[src/rtl/alu_pkg.sv]
// rtl/alu_pkg.sv - shared funct codes and FSM state encoding for the multi-cycle ALU
// Purpose: funct localparams and the IDLE/BUSY/OUT state type used by alu_mc and alu_comb.
// Ports: none (package).
package alu_pkg;

  localparam logic [5:0] FN_AND   = 6'd36;
  localparam logic [5:0] FN_OR    = 6'd37;
  localparam logic [5:0] FN_ADD   = 6'd32;
  localparam logic [5:0] FN_SUB   = 6'd34;
  localparam logic [5:0] FN_SLT   = 6'd42;
  localparam logic [5:0] FN_MULTU = 6'd25;
  localparam logic [5:0] FN_MFHI  = 6'd16;
  localparam logic [5:0] FN_MFLO  = 6'd18;
  localparam logic [5:0] FN_DIVU  = 6'd27;

  typedef enum logic [1:0] {
    IDLE = 2'd0,
    BUSY = 2'd1,
    OUT  = 2'd2
  } state_t;

endpackage

[src/rtl/alu_comb.sv]
// rtl/alu_comb.sv - combinational AND/OR/ADD/SUB/SLT core
// Purpose: single-cycle arithmetic/logic for alu_mc; result is 0 for any other funct.
// Ports:
//   op       funct code
//   a, b     WIDTH-bit operands
//   result   WIDTH-bit result
//   overflow signed overflow, ADD/SUB only
module alu_comb #(
  parameter int WIDTH = 32
) (
  input  logic [5:0]       op,
  input  logic [WIDTH-1:0] a,
  input  logic [WIDTH-1:0] b,
  output logic [WIDTH-1:0] result,
  output logic             overflow
);
  import alu_pkg::*;

  logic             sub;
  logic [WIDTH-1:0] b_eff;
  logic [WIDTH-1:0] sum;
  logic             ovf;

  always_comb begin
    // SLT shares the subtractor: A - B, then sign corrected by overflow.
    sub      = (op == FN_SUB) || (op == FN_SLT);
    b_eff    = sub ? ~b : b;
    sum      = a + b_eff + {{(WIDTH-1){1'b0}}, sub};
    ovf      = (a[WIDTH-1] == b_eff[WIDTH-1]) && (sum[WIDTH-1] != a[WIDTH-1]);
    result   = '0;
    overflow = 1'b0;
    case (op)
      FN_AND: result = a & b;
      FN_OR:  result = a | b;
      FN_ADD, FN_SUB: begin
        result   = sum;
        overflow = ovf;
      end
      FN_SLT: result = {{(WIDTH-1){1'b0}}, sum[WIDTH-1] ^ ovf};
      default: ;
    endcase
  end

endmodule

[src/rtl/alu_mc.sv]
// rtl/alu_mc.sv - multi-cycle ALU with valid/ready handshake and HI/LO registers
// Purpose: single-cycle ops (latency 1), MULTU as WIDTH-cycle shift-add, MFHI/MFLO.
// Optional: define ALU_DIVU_EN to add DIVU (funct 27) as WIDTH-cycle restoring division.
// Ports:
//   clk, reset            clock (rising edge), async active-low reset
//   In_valid, In_ready    request handshake (In_ready combinational)
//   A, B, Signal          operands and funct code
//   Out_valid, Out_ready  result handshake
//   Result, Zero, Overflow registered result and flags
module alu_mc #(
  parameter int WIDTH = 32
) (
  input  logic             clk,
  input  logic             reset,
  input  logic             In_valid,
  output logic             In_ready,
  input  logic [WIDTH-1:0] A,
  input  logic [WIDTH-1:0] B,
  input  logic [5:0]       Signal,
  output logic             Out_valid,
  input  logic             Out_ready,
  output logic [WIDTH-1:0] Result,
  output logic             Zero,
  output logic             Overflow
);
  import alu_pkg::*;

  localparam int CNT_W = $clog2(WIDTH) + 1;
  localparam logic [CNT_W-1:0] CNT_LAST = CNT_W'(WIDTH - 1);

  state_t             state;
  logic [WIDTH-1:0]   hi, lo;
  logic [2*WIDTH-1:0] acc, mcand;
  logic [WIDTH-1:0]   mplier;
  logic [CNT_W-1:0]   cnt;

  logic [2*WIDTH-1:0] acc_nxt, mcand_nxt;
  logic [WIDTH-1:0]   mplier_nxt, hi_fin, lo_fin;
  logic [WIDTH-1:0]   comb_res, sc_res;
  logic               comb_ovf, accept, iter_op;

`ifdef ALU_DIVU_EN
  logic               is_div;
  logic [WIDTH:0]     rem_sh, trial;
`endif

  alu_comb #(.WIDTH(WIDTH)) u_comb (
    .op       (Signal),
    .a        (A),
    .b        (B),
    .result   (comb_res),
    .overflow (comb_ovf)
  );

  assign In_ready = (state == IDLE) || ((state == OUT) && Out_ready);
  assign accept   = In_valid && In_ready;

  always_comb begin
    iter_op = (Signal == FN_MULTU);
`ifdef ALU_DIVU_EN
    if (Signal == FN_DIVU) iter_op = 1'b1;
`endif
    case (Signal)
      FN_MFHI: sc_res = hi;
      FN_MFLO: sc_res = lo;
      default: sc_res = comb_res;
    endcase
  end

  // One iteration of the sequential datapath. Multiply: acc accumulates the
  // left-shifting multiplicand for each set multiplier bit (LSB first).
  always_comb begin
    mcand_nxt  = mcand << 1;
    mplier_nxt = mplier >> 1;
    acc_nxt    = mplier[0] ? acc + mcand : acc;
    hi_fin     = acc_nxt[2*WIDTH-1:WIDTH];
    lo_fin     = acc_nxt[WIDTH-1:0];
`ifdef ALU_DIVU_EN
    // Divide: acc holds the partial remainder, mplier shifts dividend bits out
    // and quotient bits in, mcand holds the divisor. A zero divisor never
    // borrows, so the quotient saturates to all ones and the remainder ends as A.
    rem_sh = {acc[WIDTH-1:0], mplier[WIDTH-1]};
    trial  = rem_sh - {1'b0, mcand[WIDTH-1:0]};
    if (is_div) begin
      mcand_nxt = mcand;
      if (!trial[WIDTH]) begin
        acc_nxt    = {{(WIDTH-1){1'b0}}, trial};
        mplier_nxt = {mplier[WIDTH-2:0], 1'b1};
      end else begin
        acc_nxt    = {{(WIDTH-1){1'b0}}, rem_sh};
        mplier_nxt = {mplier[WIDTH-2:0], 1'b0};
      end
      hi_fin = acc_nxt[WIDTH-1:0];
      lo_fin = mplier_nxt;
    end
`endif
  end

  always_ff @(posedge clk or negedge reset) begin
    if (!reset) begin
      state     <= IDLE;
      Result    <= '0;
      Zero      <= 1'b0;
      Overflow  <= 1'b0;
      Out_valid <= 1'b0;
      hi        <= '0;
      lo        <= '0;
      acc       <= '0;
      mcand     <= '0;
      mplier    <= '0;
      cnt       <= '0;
`ifdef ALU_DIVU_EN
      is_div    <= 1'b0;
`endif
    end else begin
      case (state)
        BUSY: begin
          acc    <= acc_nxt;
          mcand  <= mcand_nxt;
          mplier <= mplier_nxt;
          cnt    <= cnt + CNT_W'(1);
          if (cnt == CNT_LAST) begin
            hi        <= hi_fin;
            lo        <= lo_fin;
            Result    <= lo_fin;
            Zero      <= (lo_fin == '0);
            Overflow  <= 1'b0;
            Out_valid <= 1'b1;
            state     <= OUT;
          end
        end
        default: begin
          if (accept) begin
            if (iter_op) begin
              acc       <= '0;
              mcand     <= {{WIDTH{1'b0}}, A};
              mplier    <= B;
`ifdef ALU_DIVU_EN
              is_div    <= (Signal == FN_DIVU);
              if (Signal == FN_DIVU) begin
                mcand  <= {{WIDTH{1'b0}}, B};
                mplier <= A;
              end
`endif
              cnt       <= '0;
              Out_valid <= 1'b0;
              state     <= BUSY;
            end else begin
              Result    <= sc_res;
              Zero      <= (sc_res == '0);
              Overflow  <= comb_ovf;
              Out_valid <= 1'b1;
              state     <= OUT;
            end
          end else if ((state == OUT) && Out_ready) begin
            Out_valid <= 1'b0;
            state     <= IDLE;
          end
        end
      endcase
    end
  end

endmodule

[config.mk]
export PLATFORM = sky130hd
export DESIGN_NAME = alu_mc
export DESIGN_NICKNAME = d
export VERILOG_FILES = /design/src/rtl/alu_pkg.sv /design/src/rtl/alu_comb.sv /design/src/rtl/alu_mc.sv
export SDC_FILE = /design/constraint.sdc
export NUM_CORES = 1
export LEC_CHECK = 0
export BUFFER_PORTS_ARGS = -buffer_cell sky130_fd_sc_hd__buf_2
export CAP_MARGIN = 40
export CORE_MARGIN = 5
export CORE_UTILIZATION = 45
export DETAILED_ROUTE_END_ITERATION = 16
export SYNTH_ARGS = -nofsm -noshare
export SYNTH_HDL_FRONTEND = slang
export SYNTH_SLANG_ARGS = --single-unit
export TNS_END_PERCENT = 10
[constraint.sdc]
create_clock -name clk -period 8.72 [get_ports clk]
set_input_delay 0.872 -clock clk [delete_from_list [all_inputs] [get_ports clk]]
set_output_delay 0.872 -clock clk [all_outputs]
set_load 0.01 [all_outputs]
==> metrics.csv <==
stage,metric,value,unit
synth,main combinational cell family by area after synthesis,compound AO/OA/AOI/OAI gates,
grt,total grt overflow,0,
setup_path,CP dominant cell by count,or4_1,
setup_path,r2r endpoint,hi[30],
sta,final number of setup-violating endpoints,0,
synth,"Seq/Total Area, Yosys",36.4,%
run,Max Cap Violations,0,
synth,Cell variety after synth,75,
setup_path,worst-path cell chain,buf_2 > nor2_1 > nand2_2 > buf_12 > xnor2_1 > ha_1 > a21oi_2 > o221ai_1 > o21ai_1 > nor3b_1 > o31ai_1 > nor4_2 > nand4_1 > or4_1 > or4_1 > or4_1 > o211ai_2,
sta,Layout Skew,16.9,ps
drt,DR vias/cell,6.19,
outcome,status,"complete, no violations",
setup_path,R2R cell count,14,
setup_path,R2R setup slack,3750,ps
synth,Synth warnings,0,
synth,synthesized area per cell,8.31,sq um
pwr,Lkg Pwr,0.00937,uW
drt,first-pass iteration count of the detailed router,9,
setup_path,FF-to-FF Start,mcand[0],
cells_and_area,NumNets Final,2410,
setup_path,CP endpoint kind,register,
clock_tree,CTS sink count,266,
floorplan,core box area,40000,sq um
pwr,Cell Pwr Density,144,nW/um^2
pwr,Gate power share,11.2,%
pwr,Seq pwr share,42.3,%
drt,drc violations,0,
sta,slew at the pin closest to its max-slew limit,890,ps
clock_tree,clk root buf,clkbuf_16,
grt,vias in the first global route,16300,
pwr,worst vdd ir,0.000125,V
place,hpwl dp,47100,um
clock_tree,hold_buf cts,0,
drt,ANT nets after route,0,
clock_tree,Post-CTS Setup Repair Bufs,0,
floorplan,Initial Util,45.8,%
synth,Synth Flop Type,dfrtp_1,
pwr,P_sw,785,uW
floorplan,Die W,212,um
synth,Gate Count Post-Synth,2202,
synth,post-synthesis compound-gate area fraction,25.7,%
pwr,Sw Share,26.6,%
sta,Worst slew margin,39.9,%
floorplan,row count,73,
floorplan,die area,44800,sq um
grt,first-pass GRT wire length,97700,um
sta,fmax,0.175,GHz
cells_and_area,share of cells above drive strength 1,10.0,%
setup_path,Worst Path Buf+Inv,2,
setup_path,WS Path Type,in -> reg,
drt,final WL,64000,um
setup_path,kind of cell adding the most delay to the critical path,simple AND/OR/NAND/NOR gates,
place,post-place instance area,19400,sq um
setup_path,worst-path maximum fanout,38,
setup_path,Worst path slowest cell,buf_2,
clock_tree,Num CTS Buffers,34,
cells_and_area,synth-to-layout area growth,11.7,%
synth,XOR/XNOR share of the synthesized area,5.21,%
sta,setup ws final,3010,ps
synth,Simple-Gate Fraction of Synth Area,18.5,%
sta,Period minus WS final,5710,ps
synth,post-synthesis adder-cell area fraction,8.05,%
setup_path,critical path required time,9190,ps
floorplan,Die H,212,um
clock_tree,CTS tree,yes,
sta,Final TNS setup,0,ps
synth,multiplexer area fraction after synthesis,2.78,%
setup_path,critical path startpoint category,input pin,
drt,via count,17200,
clock_tree,Worst-Skew Late Latency,550,ps
synth,number of synthesized register bits,266,
place,port bufs,109,
pwr,P_int,2170,uW
cells_and_area,# fillers,3891,
clock_tree,H-Tree Depth,2,
synth,number of flops mapped to enable cells by yosys,0,
place,pre-CTS setup slack,2570,ps
grt,initial antenna violation count,0,
floorplan,io pins,110,
clock_tree,clock-pin slew on the worst setup and hold paths,50,ps
setup_path,Worst EP arrival,6180,ps
synth,"Net Count, Synth",2375,
grt,Total GRT Usage,27.9,%
drt,Routed WL per cell,23.0,um
sta,RSZ-0062 raised after global routing,false,
cells_and_area,Finished Cell Area,20400,sq um
worst_hold_path,Hold Path Class,in -> async,
clock_tree,clk buf depth,3,
sta,endpoints failing hold,0,
sta,Slew Limit Fails,0,
grt,largest net degree at the start of global routing,83,
synth,mapped cell area,18300,sq um
sta,Final Cycle Share,65.4,%
synth,"Async S/R FF share, synth",100,%
pwr,clock network power share,46.4,%
sta,worst hold slack,322,ps
clock_tree,Resized Gates After CTS,0,
setup_path,Max stage delay on crit path,640,ps
drt,drt initial violations,1776,
place,GPL Wtd Cong,0.955,
-- layout by cell type, fill, tap and decap left out, types with 34 or more instances in the layout --
master,synthesis,layout
dfrtp_1,266,265
xor2_1,39,39
ha_1,97,97
a21o_1,54,54
nand3_1,80,80
a22oi_1,65,65
o21ai_0,240,240
a21oi_1,155,154
mux2i_1,43,43
buf_2,4,108
xnor2_1,70,70
nand2_1,401,400
nor2_1,119,116
clkbuf_16,0,34
-- cell usage after synthesis, drive strengths merged (39+ instances only) --
master | count | area, sq um
ha | 97 | 1210
nand2 | 401 | 1510
a21oi | 157 | 793
clkbuf | 125 | 469
xnor2 | 70 | 613
xor2 | 39 | 342
dfrtp | 266 | 6660
a22oi | 65 | 488
a21o | 54 | 405
nand3 | 80 | 400
o21ai | 244 | 1220
nor2 | 119 | 447
mux2i | 43 | 430
-- power groups by stage --
stage               Combinational (uW)  Sequential (uW)  Clock, uW
finish                             332             1250       1370
global route                       361             1250       1450
CTS                                326             1250       1410
detailed placement                 324             1270          0
global placement                   322             1270          0
floorplan                          184             1270          0
-- layer usage --
metal	GRT usage [%]	up-vias	wire length, um
met5	0	-	0
met4	7.02	0	1460
met3	5.07	84	5130
met2	43.6	644	28800
met1	40.1	8385	28600
li1	-	8123	-
-- kinds of logic after synthesis --
group,count (synthesis)
mux,50
flops,266
fa+ha+maj,121
xor+xnor,109
compound gates,734
simple gates,754
buf+inv,168
-- stage by stage --
stage                     power [uW]  util [%]  instances
after floorplan                 1460         -       2202
after global placement          1590      48.1       2720
after detailed placement        1600      48.4       2726
after CTS                       2980      51.1       2782
after global routing            3060      51.1       2782
final                           2950      51.1       2783
-- layout make-up --
type                            instances  area, sq um  area share [%]
Sequential cell                       266         6660            32.6
Clock inverter                         10         98.8           0.484
Timing Repair Buffer                  142          885            4.33
Inverter                               25         93.8           0.459
Multi-Input combinational cell       1768        11100            54.2
Clock buffer                           46          966            4.72
Tap cell                              525          657            3.21
Antenna cell                            1         2.50          0.0122
-- registers in the layout, summed over array words and instances (netlist names), 6 cells and up --
name,count
lo,32
cnt,6
Result,32
mplier,32
acc,64
hi,32
mcand,64
-- worst max-delay path by stage --
stage	start	to	slack [ps]	depth (start not counted)
after floorplan	Signal[0]	Zero	3300	18
after global placement	Signal[2]	Zero	2190	18
after detailed placement	Signal[0]	Zero	2570	17
after CTS	Signal[0]	Zero	3120	17
after global routing	Signal[0]	Zero	2720	17
final	Signal[0]	Zero	3010	17
(Power assumes the default switching activity.)
